File: src/rtl/reg_select_sequencer_if.sv
// Control-side bundle for reg_select_sequencer: IR, select/request inputs and the
// registered register-file strobes. The control unit is master, the sequencer slave.
interface reg_select_sequencer_if #(
    parameter int NUM_REGS = 16,
    parameter int IR_W     = 32
);
    localparam int REG_W = $clog2(NUM_REGS);

    logic [IR_W-1:0]     ir;
    logic                gra;
    logic                grb;
    logic                grc;
    logic                rin;
    logic                rout;
    logic                baout;
    logic                start;
    logic                dir;
    logic                step;
    logic [NUM_REGS-1:0] rin_sig;
    logic [NUM_REGS-1:0] rout_sig;
    logic [REG_W-1:0]    cur_idx;
    logic                busy;
    logic                done;

    modport master (
        output ir, gra, grb, grc, rin, rout, baout, start, dir, step,
        input  rin_sig, rout_sig, cur_idx, busy, done
    );

    modport slave (
        input  ir, gra, grb, grc, rin, rout, baout, start, dir, step,
        output rin_sig, rout_sig, cur_idx, busy, done
    );
endinterface

File: src/rtl/reg_select_sequencer.sv
// Register-select unit: single-select Ra/Rb/Rc decode plus a mask-walking block sequencer.
// Optional SEL_BAOUT_R0_EN makes R0 read as zero on baout and skips R0 in store sequences.
module reg_select_sequencer #(
    parameter int NUM_REGS = 16,
    parameter int IR_W     = 32,
    parameter int RA_LSB   = 23,
    parameter int RB_LSB   = 19,
    parameter int RC_LSB   = 15,
    parameter int MASK_LSB = 0
) (
    input logic                   clk,
    input logic                   clr_n,
    reg_select_sequencer_if.slave bus
);
    localparam int REG_W = $clog2(NUM_REGS);

    typedef enum logic [1:0] {IDLE, SEQ, DONE} state_t;

    state_t              state_q, state_d;
    logic [NUM_REGS-1:0] mask_q, mask_d;
    logic                dir_q, dir_d;
    logic [NUM_REGS-1:0] rin_q, rin_d;
    logic [NUM_REGS-1:0] rout_q, rout_d;
    logic [REG_W-1:0]    idx_q, idx_d;
    logic                busy_q, busy_d;
    logic                done_q, done_d;

    logic [REG_W-1:0]    sel;
    logic [NUM_REGS-1:0] dec;
    logic [NUM_REGS-1:0] seq_mask;
    logic [NUM_REGS-1:0] seq_hot;
    logic                seq_go;

    function automatic logic [REG_W-1:0] lowest_idx(input logic [NUM_REGS-1:0] m);
        lowest_idx = '0;
        for (int i = NUM_REGS - 1; i >= 0; i--) begin
            if (m[i]) lowest_idx = REG_W'(i);
        end
    endfunction

    always_comb begin
        // NOTE: every combinational output gets a default first so no path infers a latch.
        state_d  = state_q;
        mask_d   = mask_q;
        dir_d    = dir_q;
        rin_d    = '0;
        rout_d   = '0;
        idx_d    = '0;
        busy_d   = 1'b0;
        done_d   = 1'b0;
        seq_mask = '0;
        seq_hot  = '0;
        seq_go   = 1'b0;

        sel = (bus.ir[RA_LSB +: REG_W] & {REG_W{bus.gra}})
            | (bus.ir[RB_LSB +: REG_W] & {REG_W{bus.grb}})
            | (bus.ir[RC_LSB +: REG_W] & {REG_W{bus.grc}});
        dec      = '0;
        dec[sel] = 1'b1;

        unique case (state_q)
            IDLE: begin
                if (bus.start) begin
                    seq_mask = bus.ir[MASK_LSB +: NUM_REGS];
`ifdef SEL_BAOUT_R0_EN
                    // R0 is hard zero for stores, so it never earns a selection cycle.
                    if (!bus.dir) seq_mask[0] = 1'b0;
`endif
                    dir_d  = bus.dir;
                    seq_go = 1'b1;
                end else begin
                    rin_d = dec & {NUM_REGS{bus.rin}};
`ifdef SEL_BAOUT_R0_EN
                    rout_d = (bus.baout && sel == '0) ? '0
                           : dec & {NUM_REGS{bus.rout | bus.baout}};
`else
                    rout_d = dec & {NUM_REGS{bus.rout | bus.baout}};
`endif
                    idx_d = sel;
                end
            end
            SEQ: begin
                seq_mask = mask_q;
                if (bus.step) seq_mask[idx_q] = 1'b0;
                seq_go = 1'b1;
            end
            DONE: begin
                state_d = IDLE;
                mask_d  = '0;
            end
            default: state_d = IDLE;
        endcase

        // Shared tail: pick the next register from the remaining mask, or finish.
        if (seq_go) begin
            mask_d = seq_mask;
            busy_d = 1'b1;
            if (seq_mask == '0) begin
                state_d = DONE;
                done_d  = 1'b1;
            end else begin
                state_d          = SEQ;
                idx_d            = lowest_idx(seq_mask);
                seq_hot[idx_d]   = 1'b1;
                if (dir_d) rin_d  = seq_hot;
                else       rout_d = seq_hot;
            end
        end
    end

    // NOTE: sequential state uses non-blocking assignments; the async clear also wipes
    // the latched mask so no partial sequence survives a reset.
    always_ff @(posedge clk or negedge clr_n) begin
        if (!clr_n) begin
            state_q <= IDLE;
            mask_q  <= '0;
            dir_q   <= 1'b0;
            rin_q   <= '0;
            rout_q  <= '0;
            idx_q   <= '0;
            busy_q  <= 1'b0;
            done_q  <= 1'b0;
        end else begin
            state_q <= state_d;
            mask_q  <= mask_d;
            dir_q   <= dir_d;
            rin_q   <= rin_d;
            rout_q  <= rout_d;
            idx_q   <= idx_d;
            busy_q  <= busy_d;
            done_q  <= done_d;
        end
    end

    assign bus.rin_sig  = rin_q;
    assign bus.rout_sig = rout_q;
    assign bus.cur_idx  = idx_q;
    assign bus.busy     = busy_q;
    assign bus.done     = done_q;
endmodule

File: src/flat_wrapper.sv
// flat-port wrapper written by rule: the top's interface ports become plain ports
module reg_select_sequencer_flat 
#(
    parameter int NUM_REGS = 16,
    parameter int IR_W     = 32,
    parameter int RA_LSB   = 23,
    parameter int RB_LSB   = 19,
    parameter int RC_LSB   = 15,
    parameter int MASK_LSB = 0
)
  (clk, clr_n, bus_ir, bus_gra, bus_grb, bus_grc, bus_rin, bus_rout, bus_baout, bus_start, bus_dir, bus_step, bus_rin_sig, bus_rout_sig, bus_cur_idx, bus_busy, bus_done);
  reg_select_sequencer_if #(.NUM_REGS(NUM_REGS), .IR_W(IR_W)) bus_i ();
  input logic clk;
  input logic clr_n;
  input wire logic [$bits(bus_i.ir)-1:0] bus_ir;
  input wire logic [$bits(bus_i.gra)-1:0] bus_gra;
  input wire logic [$bits(bus_i.grb)-1:0] bus_grb;
  input wire logic [$bits(bus_i.grc)-1:0] bus_grc;
  input wire logic [$bits(bus_i.rin)-1:0] bus_rin;
  input wire logic [$bits(bus_i.rout)-1:0] bus_rout;
  input wire logic [$bits(bus_i.baout)-1:0] bus_baout;
  input wire logic [$bits(bus_i.start)-1:0] bus_start;
  input wire logic [$bits(bus_i.dir)-1:0] bus_dir;
  input wire logic [$bits(bus_i.step)-1:0] bus_step;
  output wire logic [$bits(bus_i.rin_sig)-1:0] bus_rin_sig;
  output wire logic [$bits(bus_i.rout_sig)-1:0] bus_rout_sig;
  output wire logic [$bits(bus_i.cur_idx)-1:0] bus_cur_idx;
  output wire logic [$bits(bus_i.busy)-1:0] bus_busy;
  output wire logic [$bits(bus_i.done)-1:0] bus_done;
  assign bus_i.ir = bus_ir;
  assign bus_i.gra = bus_gra;
  assign bus_i.grb = bus_grb;
  assign bus_i.grc = bus_grc;
  assign bus_i.rin = bus_rin;
  assign bus_i.rout = bus_rout;
  assign bus_i.baout = bus_baout;
  assign bus_i.start = bus_start;
  assign bus_i.dir = bus_dir;
  assign bus_i.step = bus_step;
  assign bus_rin_sig = bus_i.rin_sig;
  assign bus_rout_sig = bus_i.rout_sig;
  assign bus_cur_idx = bus_i.cur_idx;
  assign bus_busy = bus_i.busy;
  assign bus_done = bus_i.done;
  reg_select_sequencer #(.NUM_REGS(NUM_REGS), .IR_W(IR_W), .RA_LSB(RA_LSB), .RB_LSB(RB_LSB), .RC_LSB(RC_LSB), .MASK_LSB(MASK_LSB)) u_core (.clk(clk), .clr_n(clr_n), .bus(bus_i));
endmodule
File: config.mk
export PLATFORM = sky130hd
export DESIGN_NAME = reg_select_sequencer_flat
export DESIGN_NICKNAME = d
export VERILOG_FILES = /design/src/rtl/reg_select_sequencer_if.sv /design/src/rtl/reg_select_sequencer.sv /design/src/flat_wrapper.sv
export SDC_FILE = /design/constraint.sdc
export NUM_CORES = 1
export LEC_CHECK = 0
export BUFFER_PORTS_ARGS = -buffer_cell sky130_fd_sc_hd__buf_2
export CORE_MARGIN = 2
export CORE_UTILIZATION = 47
export DETAILED_ROUTE_END_ITERATION = 10
export PLACE_DENSITY = 0.76
export SLEW_MARGIN = 20
export SYNTH_ARGS = -nofsm -noshare
export SYNTH_HDL_FRONTEND = slang
export SYNTH_SLANG_ARGS = --single-unit
File: constraint.sdc
create_clock -name clk -period 2.5 [get_ports clk]
set_clock_uncertainty 0.2 [all_clocks]
set_input_delay 0.375 -clock clk [delete_from_list [all_inputs] [get_ports clk]]
set_output_delay 0.375 -clock clk [all_outputs]
set_load 0.1 [all_outputs]
==> summary.md <==
Setup repair after global routing could not meet its margin everywhere. The post-route netlist has 56.9% of its cells at a drive strength greater than 1. The number of cells in the finished layout apart from fillers was 500. TritonCTS built the clock tree. The tree is rooted in a sky130_fd_sc_hd__clkbuf_8.

Traced cell by cell, the critical path runs through buf_6 > nor2b_4 > nand2_1 > a32oi_2 > buf_4 > nand4_1 > nor2_4 > nand4b_1 > o32ai_2. The final reports fail on negative setup slack. Counting every net in the synthesized netlist gives 319. The tools report the count of pins over their slew limit as 0.

The share of the Yosys chip area taken by registers is 50.3%. The tools report the initial standard-cell utilization of the core as 48.2%. The tools report the kind of end point of the critical path as a register. Clock-pin slew was measured on the worst setup and hold paths at 70 ps. The number of enable-type register cells in the synthesized netlist works out to 0. Global routing consumed, over all layers together, 27.2% of the routing resources.

The floorplan step set the die height to 81.7 um. Along the worst hold path, the cell count comes to 3. In this run the static leakage power is 2.10 nW. The first global-routing pass estimated 13500 um of wire. The setup check on the worst reg-to-reg path leaves a slack of -190 ps. For this design the total switching power over the nets is 3.59 mW. For the number of failing hold endpoints at the final stage, the log shows 0. After synthesis the netlist holds a flip-flop and latch count of 57.

After synthesis, the cell types taking the most area are sky130_fd_sc_hd__dfrtp_1, sky130_fd_sc_hd__nand2_1, sky130_fd_sc_hd__o22ai_1, sky130_fd_sc_hd__a32oi_1, sky130_fd_sc_hd__and2_1. The count of boundary I/O pins was 81; the layout filler cell count was 353. Setup violations remaining at the end of the flow were counted as 27. The relative contribution of sequential cells to total power came out at 20.1%.

The worst register-to-register path begins at u_core.bus.cur_idx[0]$_DFF_PN0_. Dominant cell by count in the synthesized netlist: sky130_fd_sc_hd__dfrtp_1. For this block, the initial DRC count from the detailed router was 371. After synthesis, the largest area contributor takes up 50.3% of total cell area.

The sum of routed wire length over all layers was 9340 um. The netlist area before placement came out at 2840 sq um. Global routing finished with a remaining overflow of 0.

The end of the worst register-to-register path is u_core.bus.rin_sig[14]$_DFF_PN0_. The terminating pin of the worst hold path is u_core.mask_q[10]$_DFFE_PN0P_. The smallest setup slack after layout is -191 ps, and the antenna diode instance count is 0. After detailed routing, the number of vias per cell comes to 6.22.

For this design, the sink count on the clock tree is 57. The total number of vias came out at 3112. The via count of the first global-routing pass is 2763. The worst setup path is of the reg2reg kind.

The logs give 59 for the count of different cell masters after synthesis and 12.8% for the clock share of power. The worst pin sits at a relative slew slack of 50.5%. The commonest cells after synthesis are sky130_fd_sc_hd__dfrtp_1, sky130_fd_sc_hd__nand2_1, sky130_fd_sc_hd__o22ai_1. The async set or reset register ratio after synthesis was 100%; the insertion delay to the later sink of the worst-skew pair was 350 ps. The most used flip-flop cell after synthesis is sky130_fd_sc_hd__dfrtp_1.

The cell depth of the worst flop-to-flop path came out at 9. In this run the worst path has a maximum fanout of 5. For the finished layout, the period the worst path requires is 2690 ps.

In this run the power density over the cells is 1560 nW/um^2. Entering global routing, the biggest net connects 36 pins. In this run the worst hold path is classified as in2reg. Clock tree synthesis inserted a total of 9 buffers.

The routed length per placed instance works out to 18.7 um. The wire-length estimate of the detail-placed layout is 5990 um. The tools report the post-placement setup slack as -205 ps. The logs give 6.89 mW for the total power consumption of the routed design and 5 for the number of iterations in the first detailed-routing pass.

From left edge to right edge, the die measures 81.7 um. On the worst path, the slowest cell contributes a delay of 510 ps. In this run the remaining antenna-violating nets after routing total 0. The internal power is 3.30 mW, and the peak supply drop is 1090 uV. The area growth from synthesis to layout is 55.5%.

The switching part of the total power was 52.1%; the die area was 6670 sq um. The number of buffers on the longest clock path is 2, and the share of the cycle needed by the critical path after routing is 108%. At the pin with the least slew margin, the transition time is 743 ps. The initial antenna violation count was 0; the placed cell count was 469. The logs give 0 for the count of synthesis-stage warnings from yosys and 372 MHz for the fmax. The run gives 3 as the total number of H-tree levels. For the DRC violation count after routing, the log shows 0. The largest individual stage delay along the critical path comes from the cell sky130_fd_sc_hd__dfrtp_4. The flow ran to the end, but the final reports show violations. The net count of the finished layout is 463. STA classifies the critical path startpoint as a register. The area of the placeable core was 5890 sq um. In this run, the combinational gates consume 67.1% of the power. The post-synthesis average cell area works out to 10.3 sq um. Adding up every negative setup slack in the final design gives -2730 ps.

The logs give 2720 ps for the worst path arrival time and 0.860 for the global placement routability congestion. For this run, the share of the core covered by cells in the final layout is 75.0%. The initialized floorplan defines 28 standard-cell rows. Across the run, the number of max-cap violations was 0. Summed over all instances, the cell type with the most area after synthesis is sky130_fd_sc_hd__dfrtp_1. In the synthesized netlist, the number of instances is 276. STA puts the critical path data required time at 2530 ps.

The worst hold path begins at bus_ir[10]. The number of port buffers came out at 75.
worst max-delay path, delay by kind of cell (launching register included):
kind	cells	cell delay [ps]
DFF	1	510
AOI/OAI and AO/OA	2	610
buffers and inverters	2	310
and+or+nand+nor	5	950
timing repair:
| item | CTS | global route |
|---|---|---|
| endpoints found under the setup margin | 30 | 33 |
| hold buffers | 1 | 0 |
| buffers inserted | 8 | 7 |
| resized for setup | 38 | 36 |
| pin swaps | 19 | 17 |
| hold endpoints to repair | 57 | 0 |
cell type report:
class | instances | area, sq um | share of cell area (%)
Clock buffer | 10 | 138 | 3.12
Clock inverter | 6 | 67.6 | 1.53
Inverter | 3 | 11.3 | 0.255
Multi-Input combinational cell | 205 | 1730 | 39.1
Sequential cell | 57 | 1440 | 32.7
Tap cell | 75 | 93.8 | 2.13
Timing Repair Buffer | 144 | 933 | 21.2
flip-flops by register name (all words and copies together), names as in the netlist:
| signal | flops |
|---|---|
| u_core.bus.rin_sig | 16 |
| u_core.bus.rout_sig | 16 |
| u_core.mask_q | 16 |
| u_core.bus.cur_idx | 4 |
| u_core.state_q | 2 |
| u_core.bus.busy | 1 |
| u_core.bus.done | 1 |
| u_core.dir_q | 1 |
metrics by stage:
step	instance area, sq um	hold slack, ps
finish	4410	89.3
floorplan	2950	-121
global placement	3730	168
global route	4410	92.8
detailed placement	3730	179
CTS	4190	82.1
power by group through the flow:
stage                     sequential (mW)  clock [mW]  combinational (mW)
after detailed placement             1.39           0                3.65
after global placement               1.38           0                3.60
after global routing                 1.42       0.931                4.79
after floorplan                      2.65           0                1.39
after CTS                            1.37       0.894                4.10
final                                1.39       0.881                4.62
layer usage:
layer / share of wire [%] / track usage, % / up-vias
li1: - / - / 1363
met1: 40 / 35.7 / 1482
met2: 48 / 43.6 / 226
met3: 8.6 / 6.48 / 41
met4: 3.2 / 10.8 / 0
met5: 0 / 0 / -
cells by family after synthesis:
| family | count (synthesis) | share of synthesized area, % |
|---|---|---|
| AO/OA/AOI/OAI | 82 | 23.9 |
| buffers and inverters | 14 | 2.87 |
| AND/OR/NAND/NOR | 122 | 22.7 |
| flip-flops | 57 | 50.3 |
| multiplexers | 1 | 0.353 |
worst max-delay path by stage:
stage                                          from                           endpoint  slack [ps]  depth (start not counted)
floorplan           u_core.bus.cur_idx[2]$_DFF_PN0_   u_core.bus.rin_sig[14]$_DFF_PN0_        -110                          7
global placement    u_core.bus.cur_idx[1]$_DFF_PN0_  u_core.bus.rout_sig[11]$_DFF_PN0_        -170                          9
detailed placement  u_core.bus.cur_idx[1]$_DFF_PN0_  u_core.bus.rout_sig[11]$_DFF_PN0_        -200                          9
CTS                 u_core.bus.cur_idx[0]$_DFF_PN0_      u_core.state_q[1]$_DFFE_PN0P_        -100                          7
global route        u_core.bus.cur_idx[2]$_DFF_PN0_   u_core.bus.rin_sig[14]$_DFF_PN0_        -290                          9
finish              u_core.bus.cur_idx[0]$_DFF_PN0_   u_core.bus.rin_sig[14]$_DFF_PN0_        -190                          9
placed cells by master, fill, tap and decap left out, types with 4 or more instances in the layout:
| master | instances |
|---|---|
| sky130_fd_sc_hd__nand2_2 | 7 |
| sky130_fd_sc_hd__and2_1 | 7 |
| sky130_fd_sc_hd__a222oi_1 | 4 |
| sky130_fd_sc_hd__buf_6 | 10 |
| sky130_fd_sc_hd__nand3_1 | 8 |
| sky130_fd_sc_hd__a32oi_2 | 6 |
| sky130_fd_sc_hd__o32ai_2 | 7 |
| sky130_fd_sc_hd__buf_4 | 58 |
| sky130_fd_sc_hd__nand2_1 | 48 |
| sky130_fd_sc_hd__dfrtp_4 | 4 |
| sky130_fd_sc_hd__dfrtp_1 | 53 |
| sky130_fd_sc_hd__o22ai_1 | 8 |
| sky130_fd_sc_hd__o22ai_2 | 13 |
| sky130_fd_sc_hd__a21o_1 | 4 |
| sky130_fd_sc_hd__nor2_1 | 8 |
| sky130_fd_sc_hd__buf_2 | 75 |
| sky130_fd_sc_hd__nand4_1 | 4 |
| sky130_fd_sc_hd__o21ai_0 | 4 |
| sky130_fd_sc_hd__clkbuf_8 | 10 |
| sky130_fd_sc_hd__a32o_1 | 4 |
| sky130_fd_sc_hd__o211ai_1 | 4 |
(Power assumes the default switching activity.)
